## src/rtl/fsm_sequence_pkg.sv

```systemverilog
// Shared definitions for the run-length-4 sequence detector: state indices,
// state-vector width and the one-hot encodings.
package fsm_sequence_pkg;

    localparam int STATE_W = 9;

    localparam int IDX_A = 0;
    localparam int IDX_B = 1;
    localparam int IDX_C = 2;
    localparam int IDX_D = 3;
    localparam int IDX_E = 4;
    localparam int IDX_F = 5;
    localparam int IDX_G = 6;
    localparam int IDX_H = 7;
    localparam int IDX_I = 8;

    // A owns its own hot bit (bit 0), so the all-zero vector is illegal like any other non-one-hot code.
    typedef enum logic [STATE_W-1:0] {
        ST_A = 9'b000000001,
        ST_B = 9'b000000010,
        ST_C = 9'b000000100,
        ST_D = 9'b000001000,
        ST_E = 9'b000010000,
        ST_F = 9'b000100000,
        ST_G = 9'b001000000,
        ST_H = 9'b010000000,
        ST_I = 9'b100000000
    } state_t;

    function automatic logic is_detect(input state_t s);
        return s[IDX_E] | s[IDX_I];
    endfunction

endpackage

```

## src/rtl/fsm_sequence_detector.sv

```systemverilog
// Moore FSM: z=1 once w has held the same value for four consecutive rising
// edges of clock; overlapping runs keep z high.
module fsm_sequence_detector
    import fsm_sequence_pkg::*;
(
    input  logic clock,
    input  logic reset,
    input  logic w,
    output logic z
);

    state_t state_q;
    state_t state_d;

    always_ff @(posedge clock) begin
        if (reset) begin
            state_q <= ST_A;
        end else begin
            state_q <= state_d;
        end
    end

    always_comb begin
        state_d = ST_A;
        case (state_q)
            ST_A:    state_d = w ? ST_F : ST_B;
            ST_B:    state_d = w ? ST_F : ST_C;
            ST_C:    state_d = w ? ST_F : ST_D;
            ST_D:    state_d = w ? ST_F : ST_E;
            ST_E:    state_d = w ? ST_F : ST_E;
            ST_F:    state_d = w ? ST_G : ST_B;
            ST_G:    state_d = w ? ST_H : ST_B;
            ST_H:    state_d = w ? ST_I : ST_B;
            ST_I:    state_d = w ? ST_I : ST_B;
            // Any non-one-hot code recovers to idle.
            default: state_d = ST_A;
        endcase
    end

    assign z = is_detect(state_q);

endmodule

```

## config.mk

```make
export PLATFORM = sky130hd
export DESIGN_NAME = fsm_sequence_detector
export DESIGN_NICKNAME = d
export VERILOG_FILES = /design/src/rtl/fsm_sequence_pkg.sv /design/src/rtl/fsm_sequence_detector.sv
export SDC_FILE = /design/constraint.sdc
export NUM_CORES = 1
export LEC_CHECK = 0
export ABC_CLOCK_PERIOD_IN_PS = 3650
export CORE_AREA = 3 3 40 42
export DETAILED_ROUTE_END_ITERATION = 10
export DIE_AREA = 0 0 43 45
export PLACE_DENSITY_LB_ADDON = 0.1
export SETUP_SLACK_MARGIN = 0.15
export SLEW_MARGIN = 5
export SYNTH_ARGS = -nofsm -noshare
export SYNTH_HDL_FRONTEND = slang
export SYNTH_SLANG_ARGS = --single-unit
```

## constraint.sdc

```tcl
create_clock -name clock -period 3.65 [get_ports clock]
set_input_delay 0.73 -clock clock [delete_from_list [all_inputs] [get_ports clock]]
set_output_delay 0.73 -clock clock [all_outputs]
set_load 0.02 [all_outputs]
```

; After elaboration in Yosys (flattened, before gate mapping)
; Cells that the tools add are included.
[totals]
regBits = 9
in_bits = 3
elab_cells = 21
out_inout_bits = 1
[op_classes]
n_mux = 8
n_bitwise = 1
n_eq_ne = 9
n_reduce_logical = 2
[op_table]
columns = cell, n
row1 = 9-bit case mux with 7 select lines, 1
row2 = 6-bit 2-to-1 mux, 4
row3 = "9-bit by 1-bit equality test with 1-bit output, second input constant", 1
row4 = "9-bit by 2-bit equality test with 1-bit output, second input constant", 1
row5 = "9-bit by 3-bit equality test with 1-bit output, second input constant", 1
row6 = "9-bit by 4-bit equality test with 1-bit output, second input constant", 1
row7 = "9-bit by 5-bit equality test with 1-bit output, second input constant", 1
row8 = "9-bit by 6-bit equality test with 1-bit output, second input constant", 1
row9 = "9-bit by 7-bit equality test with 1-bit output, second input constant", 1
row10 = "9-bit by 8-bit equality test with 1-bit output, second input constant", 1
row11 = "9-bit equality test, second input constant", 1
row12 = 9-bit 2-to-1 mux, 1
row13 = 8-bit 2-to-1 mux, 1
row14 = 7-bit 2-to-1 mux, 1
row15 = 2-bit OR reduction, 2
row16 = 1-bit OR, 1

; Depth between registers and ports, before layout
; Gate-level depths: netlist of the first run.
[logic_depth]
depth_word = 3
mapped_depth = 5
mapped_depth_nobuf = 4

; Worst setup path after synthesis of the first run
; No wires, ideal clock.
[synth_timing]
path_kind = reg-to-reg
startpoint = register state_q[5]
endpoint = register state_q[2]
required_time_ns = 3.563
arrival_ns = 1.515
setup_ns = 0.087
path_slack_ns = 2.048
path_stages_with_launch = 4
cell_sequence = dfxtp_1 -> or4_4 -> or4_4 -> nor4b_4
[synth_between]
elab_chain_len = 3
[synth_lines]
columns = element, line_no
row1 = "start, declared", fsm_sequence_detector.sv:12  ; state_t state_q;
row2 = "start signal, assigned", fsm_sequence_detector.sv:19  ; state_q <= state_d;
row3 = 9-bit equality test (tied with other cells), fsm_sequence_detector.sv:25  ; case (state_q)
row4 = 2-bit OR reduction (no source line), --
row5 = 9-bit case mux with 7 select lines (*), fsm_sequence_detector.sv:25
; Every way passes the cells marked *; elsewhere a longest branch is shown, timed or not.
; A chain may end at the register's enable or synchronous reset.

; Final worst setup path of the first run
[layout_timing]
startpoint = register state_q[4]
endpoint = output z
[layout_between]
elab_chain_len = 1
[layout_lines]
columns = element, line_no
row1 = 1-bit OR, fsm_sequence_pkg.sv:31  ; return s[IDX_E] | s[IDX_I];
row2 = "end, declared", fsm_sequence_detector.sv:9  ; output logic z
; No other way between the ends.

==> results of run 1 <==
-- logic make-up after synthesis --
group                  Yosys count
flip-flops                       9
AO/OA/AOI/OAI                   11
XOR/XNOR                         3
buffers and inverters            3
AND/OR/NAND/NOR                 19
-- cell usage in the layout (no fill, tap or decap), types with 2 or more instances in the layout --
cell and count:
clkbuf_4 3, a21oi_1 2, inv_1 2, nor3_1 2, nor2_1 4, xor2_1 2
dfxtp_1 9, or4_4 3, clkdlybuf4s50_1 3, o21ai_0 4, nand2_1 3
-- metal layers --
metal / global-route usage (%) / part of all wire, % / up-vias
li1: - / - / 177
met2: 17.1 / 56 / 1
met1: 10.7 / 42 / 164
met3: 2.39 / 2.0 / 0
met5: 0 / 0 / -
met4: 7.23 / 0 / 0
-- per-stage QoR --
step	util, %	hold WS (ns)	total power, mW	cell area [sq um]	worst slack, ns
final	39.8	0.495	0.213	512	1.43
after global routing	39.8	0.527	0.226	512	1.38
after CTS	39.8	0.497	0.216	512	1.43
after detailed placement	37.8	0.493	0.142	485	1.57
after global placement	37.8	0.469	0.141	485	1.57
after floorplan	-	0.460	0.134	442	2.05
-- layout make-up --
type | instances | area, sq um
sequential | 9 | 180
inverter | 2 | 7.51
timing repair buffer | 3 | 30.0
tap | 15 | 18.8
clock buffer | 4 | 26.3
fill | 126 | 773
multi-input combinational | 33 | 249
-- worst min-delay path by stage --
stage | start | to | slack [ns] | depth (start not counted)
detailed placement | state_q[5] | state_q[7] | 0.49 | 1
global route | state_q[6] | state_q[7] | 0.53 | 2
global placement | state_q[6] | state_q[7] | 0.47 | 2
floorplan | state_q[6] | state_q[7] | 0.46 | 2
finish | state_q[6] | state_q[7] | 0.50 | 2
CTS | state_q[6] | state_q[7] | 0.50 | 2
-- report_power, final --
part,switching [mW],internal (mW)
combinational,0.0136,0.0151
clock,0.0310,0.0419
sequential,0.00796,0.103
-- worst reg2reg max path: cells and delay by family (launching register included) --
family / cells / cell delay [ns]
DFF: 1 / 0.34
and+or+nand+nor: 3 / 1.25
==> results.md, run 1 <==
* Status: finished clean
* Die span in x at 43 um
* Post-Synth Simple-Gate Area at 34.8%
* Layout Cells excl Fill at 66
* CP max stage delay at 0.54 ns
* CTS Buffer Depth at 2
* Cells after Synth at 45
* Initial Utilization at 34.4%
* Combinational family with the most area after synthesis: simple AND/OR/NAND/NOR gates
* Max Freq at 451 MHz
* Post-CTS Hold Buffers at 0
* Commonest cells post-synth: dfxtp_1, nor2_1, o21ai_0, nand2_1, or4_4
* CTS resizes at 0
* Worst vdd rail ir drop at 0.000228 V
* Worst Tran Pin Value at 0.369 ns
* Slowest cell on crit path: clkdlybuf4s50_1
* Setup Crit Path Kind: register to output port
* Ys flop type: dfxtp_1
* Worst-path fanout max at 7
* Number of global-route vias before repair at 344
* Max reg flops at 9
* PwrDens at 416 nW/um^2
* Adder-cell area share of the yosys netlist at 0%
* Register with the most flip-flops: state_q
* Synth area leaders: dfxtp_1, or4_4, nor4b_4, nor4_4, o21ai_0
* Grt total ovfl at 0
* DP Wirelength at 657 um
* DR vias/cell at 5.18
* Antenna-violating nets left at 0
* Antenna violations before repair at 0
* Largest net degree at the start of global routing at 8
* Die Y at 45 um
* Xor/xnor share of the synthesized area at 5.95%
* Yosys top cell by area: dfxtp_1
* CP delay by family, top: buffers and inverters
* Crit. End Element: output port
* MaxCap Viol Count at 0
* Layout cell share with drive strength beyond 1 at 19.6%
* Reg2reg path depth at 3
* Inserted Clock Buffers at 3
* Post-synth ARST share at 0%
* 1st-iter DRT viols at 9
* Tot GR Track Use at 9.93%
* Yosys warns at 0
* CP startpoint kind: register
* Synthesized area at 442 sq um
* First-pass GRT wire length at 1410 um
* Gpl congestion at 0.698
* EDFF count, synth at 0
* Top Ports at 4
* TritonCTS clock tree: done
* Crit path time final at 2.22 ns
* Avg WL per Cell at 12.2 um
* Critical Path End: z
* Buf/Inv on CP at 1
* Via Count at 342
* NumNets Final at 55
* Arrival time worst endpoint at 1.49 ns
* Slew headroom at 74.7%
* Post-synthesis cell type count at 23
* Final period utilization at 60.7%
* First-pass iteration count of the detailed router at 4
* R2R Setup Slk at 1.98 ns
* Clock Latency Late Sink at 0.25 ns
* P&R area growth vs syn at 15.9%
* Setup repair after global routing missed its margin: false
* Synth top area share at 40.8%
* DRC viols at 0
* Core Box Area at 1280 sq um
* Worst Path Required at 2.92 ns
* Final wirelength at 803 um
* Row count at 13
* Crit path depth at 2
* Syn nets at 48
* Antenna fix cells at 0
* Setup tns final at 0 ns
* Leak pwr at 0.180 nW
* R2R Path Start: state_q[5]
* Clock tree root driver cell: clkbuf_4
* H-tree lvl count at 1
* HP Class: register to register
* Worst R2R End: state_q[2]
* Register bit total from synthesis at 9
* Count leader, synth: dfxtp_1
* Proportion of synthesized area in mux cells at 0%
* Cell count after placement at 62
* Syn Area/Cell at 9.81 sq um
* Largest registers: state_q x9
* Clk pin slew, worst setup/hold paths at 0.06 ns
* Final Hold Violating Endpoints at 0
* Cell Chain, Critical Path: or2_2 -> clkdlybuf4s50_1
* Seq/Total Area, Yosys at 40.8%
* Sink Count at 9
* Final count of negative-setup-slack endpoints at 0
* Slew Limit Fails at 0
* Critical Path Source: state_q[4]
* # Post-CTS Setup Buffers at 0
* Synth Area in Compound Gates at 15.6%
* Clock Skews at 0.00142 ns
* Port bufs at 3
* Die area at 1940 sq um
(Power assumes the default switching activity.)
==> inputs of run 2 (changes only) <==
--- a/config.mk
+++ b/config.mk
@@ -5,7 +5,7 @@
 export SDC_FILE = /design/constraint.sdc
 export NUM_CORES = 1
 export LEC_CHECK = 0
-export ABC_CLOCK_PERIOD_IN_PS = 3650
+export ABC_CLOCK_PERIOD_IN_PS = 1900
 export CORE_AREA = 3 3 40 42
 export DETAILED_ROUTE_END_ITERATION = 10
 export DIE_AREA = 0 0 43 45
==> constraint.sdc (replaced) <==
create_clock -name clock -period 1.9 [get_ports clock]
set_input_delay 0.38 -clock clock [delete_from_list [all_inputs] [get_ports clock]]
set_output_delay 0.38 -clock clock [all_outputs]
set_load 0.02 [all_outputs]
==> run 2 against run 1 <==
- setup slack lost 1.2 ns
- worst hold slack better by 0.011 ns
- non-clock buffer count unchanged
- register-to-register slack lost 1.8 ns
- utilization is 0.39 points higher
- power up 93%
- highest routed layer unchanged
==> results.md, run 2 (synthesized netlist as in run 1, its figures left out) <==
* Core Box Area at 1280 sq um
* Antenna violations before repair at 0
* Setup tns final at 0 ns
* Gpl congestion at 0.698
* Clk pin slew, worst setup/hold paths at 0.06 ns
* Worst vdd rail ir drop at 0.000443 V
* Port bufs at 3
* Tot GR Track Use at 9.93%
* Final wirelength at 851 um
* Comb pwr share at 13.6%
* Commonest non-fill, non-tap cell in the layout: dfxtp_1
* Clock power share at 34.1%
* Die Y at 45 um
* Most frequent cells in the layout: dfxtp_1, nor2_1, o21ai_0
* Via Count at 340
* Slew Limit Fails at 0
* Register with the most flip-flops: state_q
* HP Class: register to register
* Initial Utilization at 34.4%
* P&R area growth vs syn at 17.0%
* Arrival time worst endpoint at 1.87 ns
* Routed wl met3 at 20 um
* Crit path time final at 1.70 ns
* MaxCap Viol Count at 0
* Max Freq at 587 MHz
* Grt total ovfl at 0
* PwrDens at 797 nW/um^2
* Switching Fraction at 25.1%
* Inserted Clock Buffers at 3
* Leak pwr at 0.185 nW
* Final Hold Violating Endpoints at 0
* Slew headroom at 74.6%
* Largest registers: state_q x9
* Row count at 13
* Clock Skews at 0.00132 ns
* CP startpoint kind: register
* Crit. End Element: register
* Antenna-violating nets left at 0
* TritonCTS clock tree: done
* DP Wirelength at 657 um
* First-pass GRT wire length at 1410 um
* Sink Count at 9
* Largest net degree at the start of global routing at 8
* Antenna fix cells at 0
* Layout cell share with drive strength beyond 1 at 21.6%
* DR vias/cell at 5.15
* Post-DP Area at 485 sq um
* CTS Buffer Depth at 2
* Setup repair after global routing missed its margin: false
* NumNets Final at 55
* Worst Path Required at 2.07 ns
* Switching power total at 0.103 mW
* 1st-iter DRT viols at 7
* Final count of negative-setup-slack endpoints at 0
* Final period utilization at 89.7%
* H-tree lvl count at 1
* Top Ports at 4
* Worst-path fanout max at 5
* Core Util, Final at 40.2%
* Clock Latency Late Sink at 0.25 ns
* Number of global-route vias before repair at 344
* Max reg flops at 9
* DRC viols at 0
* Top Metal Used: met3
* Sequential share of power at 52.2%
* Clock tree root driver cell: clkbuf_4
* Worst Tran Pin Value at 0.371 ns
* Status: finished clean
* Metal2 WL at 478 um
* First-pass iteration count of the detailed router at 3
* Setup Crit Path Kind: register to register
* Met1 wire length at 353 um
* # Post-CTS Setup Buffers at 0
* Internal Power at 0.308 mW
* Die area at 1940 sq um
* Total power at 0.412 mW
* Final Cell Area at 517 sq um
* Avg WL per Cell at 12.9 um
* Die span in x at 43 um
run 2: power groups by stage:
stage | Combinational [mW] | Sequential [mW] | Clock [mW]
after floorplan | 0.0416 | 0.215 | 0
after global placement | 0.0526 | 0.218 | 0
after detailed placement | 0.0554 | 0.218 | 0
after CTS | 0.0559 | 0.214 | 0.146
after global routing | 0.0608 | 0.218 | 0.157
final | 0.0561 | 0.215 | 0.141
run 2: stage by stage:
step	instances	setup slack (ns)	hold WS [ns]
5_1_grt	66	0.137	0.539
3_5_place_dp	62	0.175	0.493
2_1_floorplan	45	0.298	0.460
3_3_place_gp	62	0.171	0.469
4_1_cts	66	0.215	0.497
6_report	66	0.196	0.506
run 2: what timing repair did:
item,CTS,global route
setup endpoints to repair,1,1
pin swaps,0,0
resized for setup,1,1
hold buffers,0,0
run 2: layout make-up:
type / count / area, sq um
Clock buffer: 4 / 26.3
Timing Repair Buffer: 3 / 28.8
Inverter: 2 / 7.51
Sequential cell: 9 / 180
Multi-Input combinational cell: 33 / 255
Tap cell: 15 / 18.8
Fill cell: 126 / 768
run 2: worst paths after layout:
path                            startpoint    endpoint  slack [ns]  cells after the start
worst min register to register  state_q[6]  state_q[7]        0.51                      2
worst max register to register  state_q[5]  state_q[2]        0.20                      3
worst max-delay path            state_q[5]  state_q[2]        0.20                      3
worst min-delay path            state_q[6]  state_q[7]        0.51                      2
run 2: layer usage:
layer / GRT usage [%] / vias to the layer above
met5: 0 / -
met4: 7.23 / 0
met3: 2.39 / 0
met2: 17.1 / 1
met1: 10.7 / 161
li1: - / 178
run 2: worst max-delay path, stage by stage, from the launching register on:
cell and delay (ns):
dfxtp_1 0.35, or4_4 0.57, or4_4 0.48, nor4b_4 0.22
==> inputs of run 3 (changes only) <==
--- a/config.mk
+++ b/config.mk
@@ -7,9 +7,11 @@
 export LEC_CHECK = 0
 export ABC_CLOCK_PERIOD_IN_PS = 1900
 export CORE_AREA = 3 3 40 42
+export CTS_CLUSTER_SIZE = 28
 export DETAILED_ROUTE_END_ITERATION = 10
 export DIE_AREA = 0 0 43 45
 export PLACE_DENSITY_LB_ADDON = 0.1
+export RECOVER_POWER = 25
 export SETUP_SLACK_MARGIN = 0.15
 export SLEW_MARGIN = 5
 export SYNTH_ARGS = -nofsm -noshare
==> run 3 against run 2 <==
- sequential share of layout area up 0.34 points
- worst hold slack improved by 0.0014 ns
- power down 0.63%
- flip-flop and latch count unchanged
- routed wire length down 0.35%
- clock power barely moved
- via count is 0.59% higher
- combinational power decreased by 3%
- maximum frequency shrank 0.27%
- largest power group unchanged
- highest routed layer unchanged
==> results.md, run 3 (synthesized netlist as in run 1, its figures left out) <==
* Number of global-route vias before repair at 344
* Via Count at 342
* Max Freq at 585 MHz
* Gr busiest metal: met2
* Gpl congestion at 0.698
* Die span in x at 43 um
* Final wirelength at 848 um
* Most frequent cells in the layout: dfxtp_1, nor2_1, o21ai_0
* Final Cell Area at 512 sq um
* Sink Count at 9
* Core Util, Final at 39.8%
* Final period utilization at 89.9%
* Post-Place Setup Slack at 0.175 ns
* Layout cell share with drive strength beyond 1 at 19.6%
* Status: finished clean
* H-tree lvl count at 1
* Global Route met2 Usage at 17.1%
* Setup repair after global routing missed its margin: false
* WHS Path Cells at 2
* Tot GR Track Use at 9.93%
* Post-DP Area at 485 sq um
* Core Box Area at 1280 sq um
* Max reg flops at 9
* DP Wirelength at 657 um
* Setup Crit Path Kind: register to register
* Clock Skews at 0.00118 ns
* Slew headroom at 74.8%
* Arrival time worst endpoint at 1.88 ns
* Clk pin slew, worst setup/hold paths at 0.06 ns
* Leak pwr at 0.184 nW
* NumNets Final at 55
* Slew Limit Fails at 0
* MaxCap Viol Count at 0
* Clock Latency Late Sink at 0.25 ns
* DR vias/cell at 5.18
* Total power at 0.409 mW
* Initial Utilization at 34.4%
* Port bufs at 3
* Slowest cell on crit path: or4_4
* Avg WL per Cell at 12.8 um
* Reg2reg path depth at 3
* Worst hold slack at 0.508 ns
* CP max stage delay at 0.57 ns
* Setup tns final at 0 ns
* Cell count after placement at 62
* Final count of negative-setup-slack endpoints at 0
* First-pass iteration count of the detailed router at 2
* # fillers at 127
* Inserted Clock Buffers at 3
* Most numerous cell on the critical path: or4_4
* Worst Tran Pin Value at 0.368 ns
* Antenna-violating nets left at 0
* PwrDens at 799 nW/um^2
* DRC viols at 0
* Antenna violations before repair at 0
* CP startpoint kind: register
* 1st-iter DRT viols at 5
* Worst-path fanout max at 5
* Die area at 1940 sq um
* Cell Chain, Critical Path: or4_4 -> or4_4 -> nor4b_4
* Largest registers: state_q x9
* HP Class: register to register
* Worst vdd rail ir drop at 0.000430 V
* CTS Buffer Depth at 2
* Antenna fix cells at 0
* Layout Cells excl Fill at 66
* Crit path time final at 1.71 ns
* Area of the multi-input gates at 250 sq um
* Clock tree root driver cell: clkbuf_4
* First-pass GRT wire length at 1410 um
* Crit. End Element: register
* Post-CTS Hold Buffers at 0
* Commonest non-fill, non-tap cell in the layout: dfxtp_1
* Met3 usage at 2.39%
* Row count at 13
* # Post-CTS Setup Buffers at 0
* Reg area at 180 sq um
* Final Hold Violating Endpoints at 0
* Largest net degree at the start of global routing at 8
* TritonCTS clock tree: done
* GR Util met1 at 10.7%
* Grt total ovfl at 0
* Register with the most flip-flops: state_q
* Worst Path Required at 2.07 ns
* P&R area growth vs syn at 15.9%
* Setup ws final at 0.192 ns
* Top Ports at 4
* Die Y at 45 um
[run 3: cell counts in the layout (fill, tap and decap cells not counted)]
No cell type changed its count.
[run 3: what timing repair did]
| action | CTS | global route |
|---|---|---|
| gates cloned | 0 | 0 |
| gates resized for setup | 1 | 1 |
| setup endpoints to repair | 1 | 1 |
[run 3: path summary, 6_finish.rpt]
kind              slack [ns]         end  startpoint
hold / removal          0.51  state_q[7]  state_q[6]
hold reg to reg         0.51  state_q[7]  state_q[6]
setup / recovery        0.19  state_q[2]  state_q[5]
setup reg to reg        0.19  state_q[2]  state_q[5]
[run 3: cell type report]
class                      instances  area share [%]
clock buffer                       4            5.13
timing repair buffer               3            5.62
multi-input combinational         33            48.9
inverter                           2            1.47
sequential                         9            35.2
tap                               15            3.67
[run 3: worst max-delay path: cells and delay by family, from the launching register on]
family	cells	cell delay [ns]
simple gates	3	1.27
flops	1	0.35
[run 3: power breakdown]
| part | switching, mW | leakage [nW] | internal, mW |
|---|---|---|---|
| Sequential | 0.0153 | 0.0732 | 0.199 |
| Combinational | 0.0264 | 0.0959 | 0.0282 |
| Clock | 0.0598 | 0.0150 | 0.0805 |
[run 3: routing by layer]
| metal | part of all wire, % | vias to the layer above | wire length, um |
|---|---|---|---|
| met3 | 1.9 | 0 | 16 |
| met1 | 42 | 161 | 354 |
| met5 | 0 | - | 0 |
| li1 | - | 180 | - |
| met4 | 0 | 0 | 0 |
| met2 | 56 | 1 | 477 |
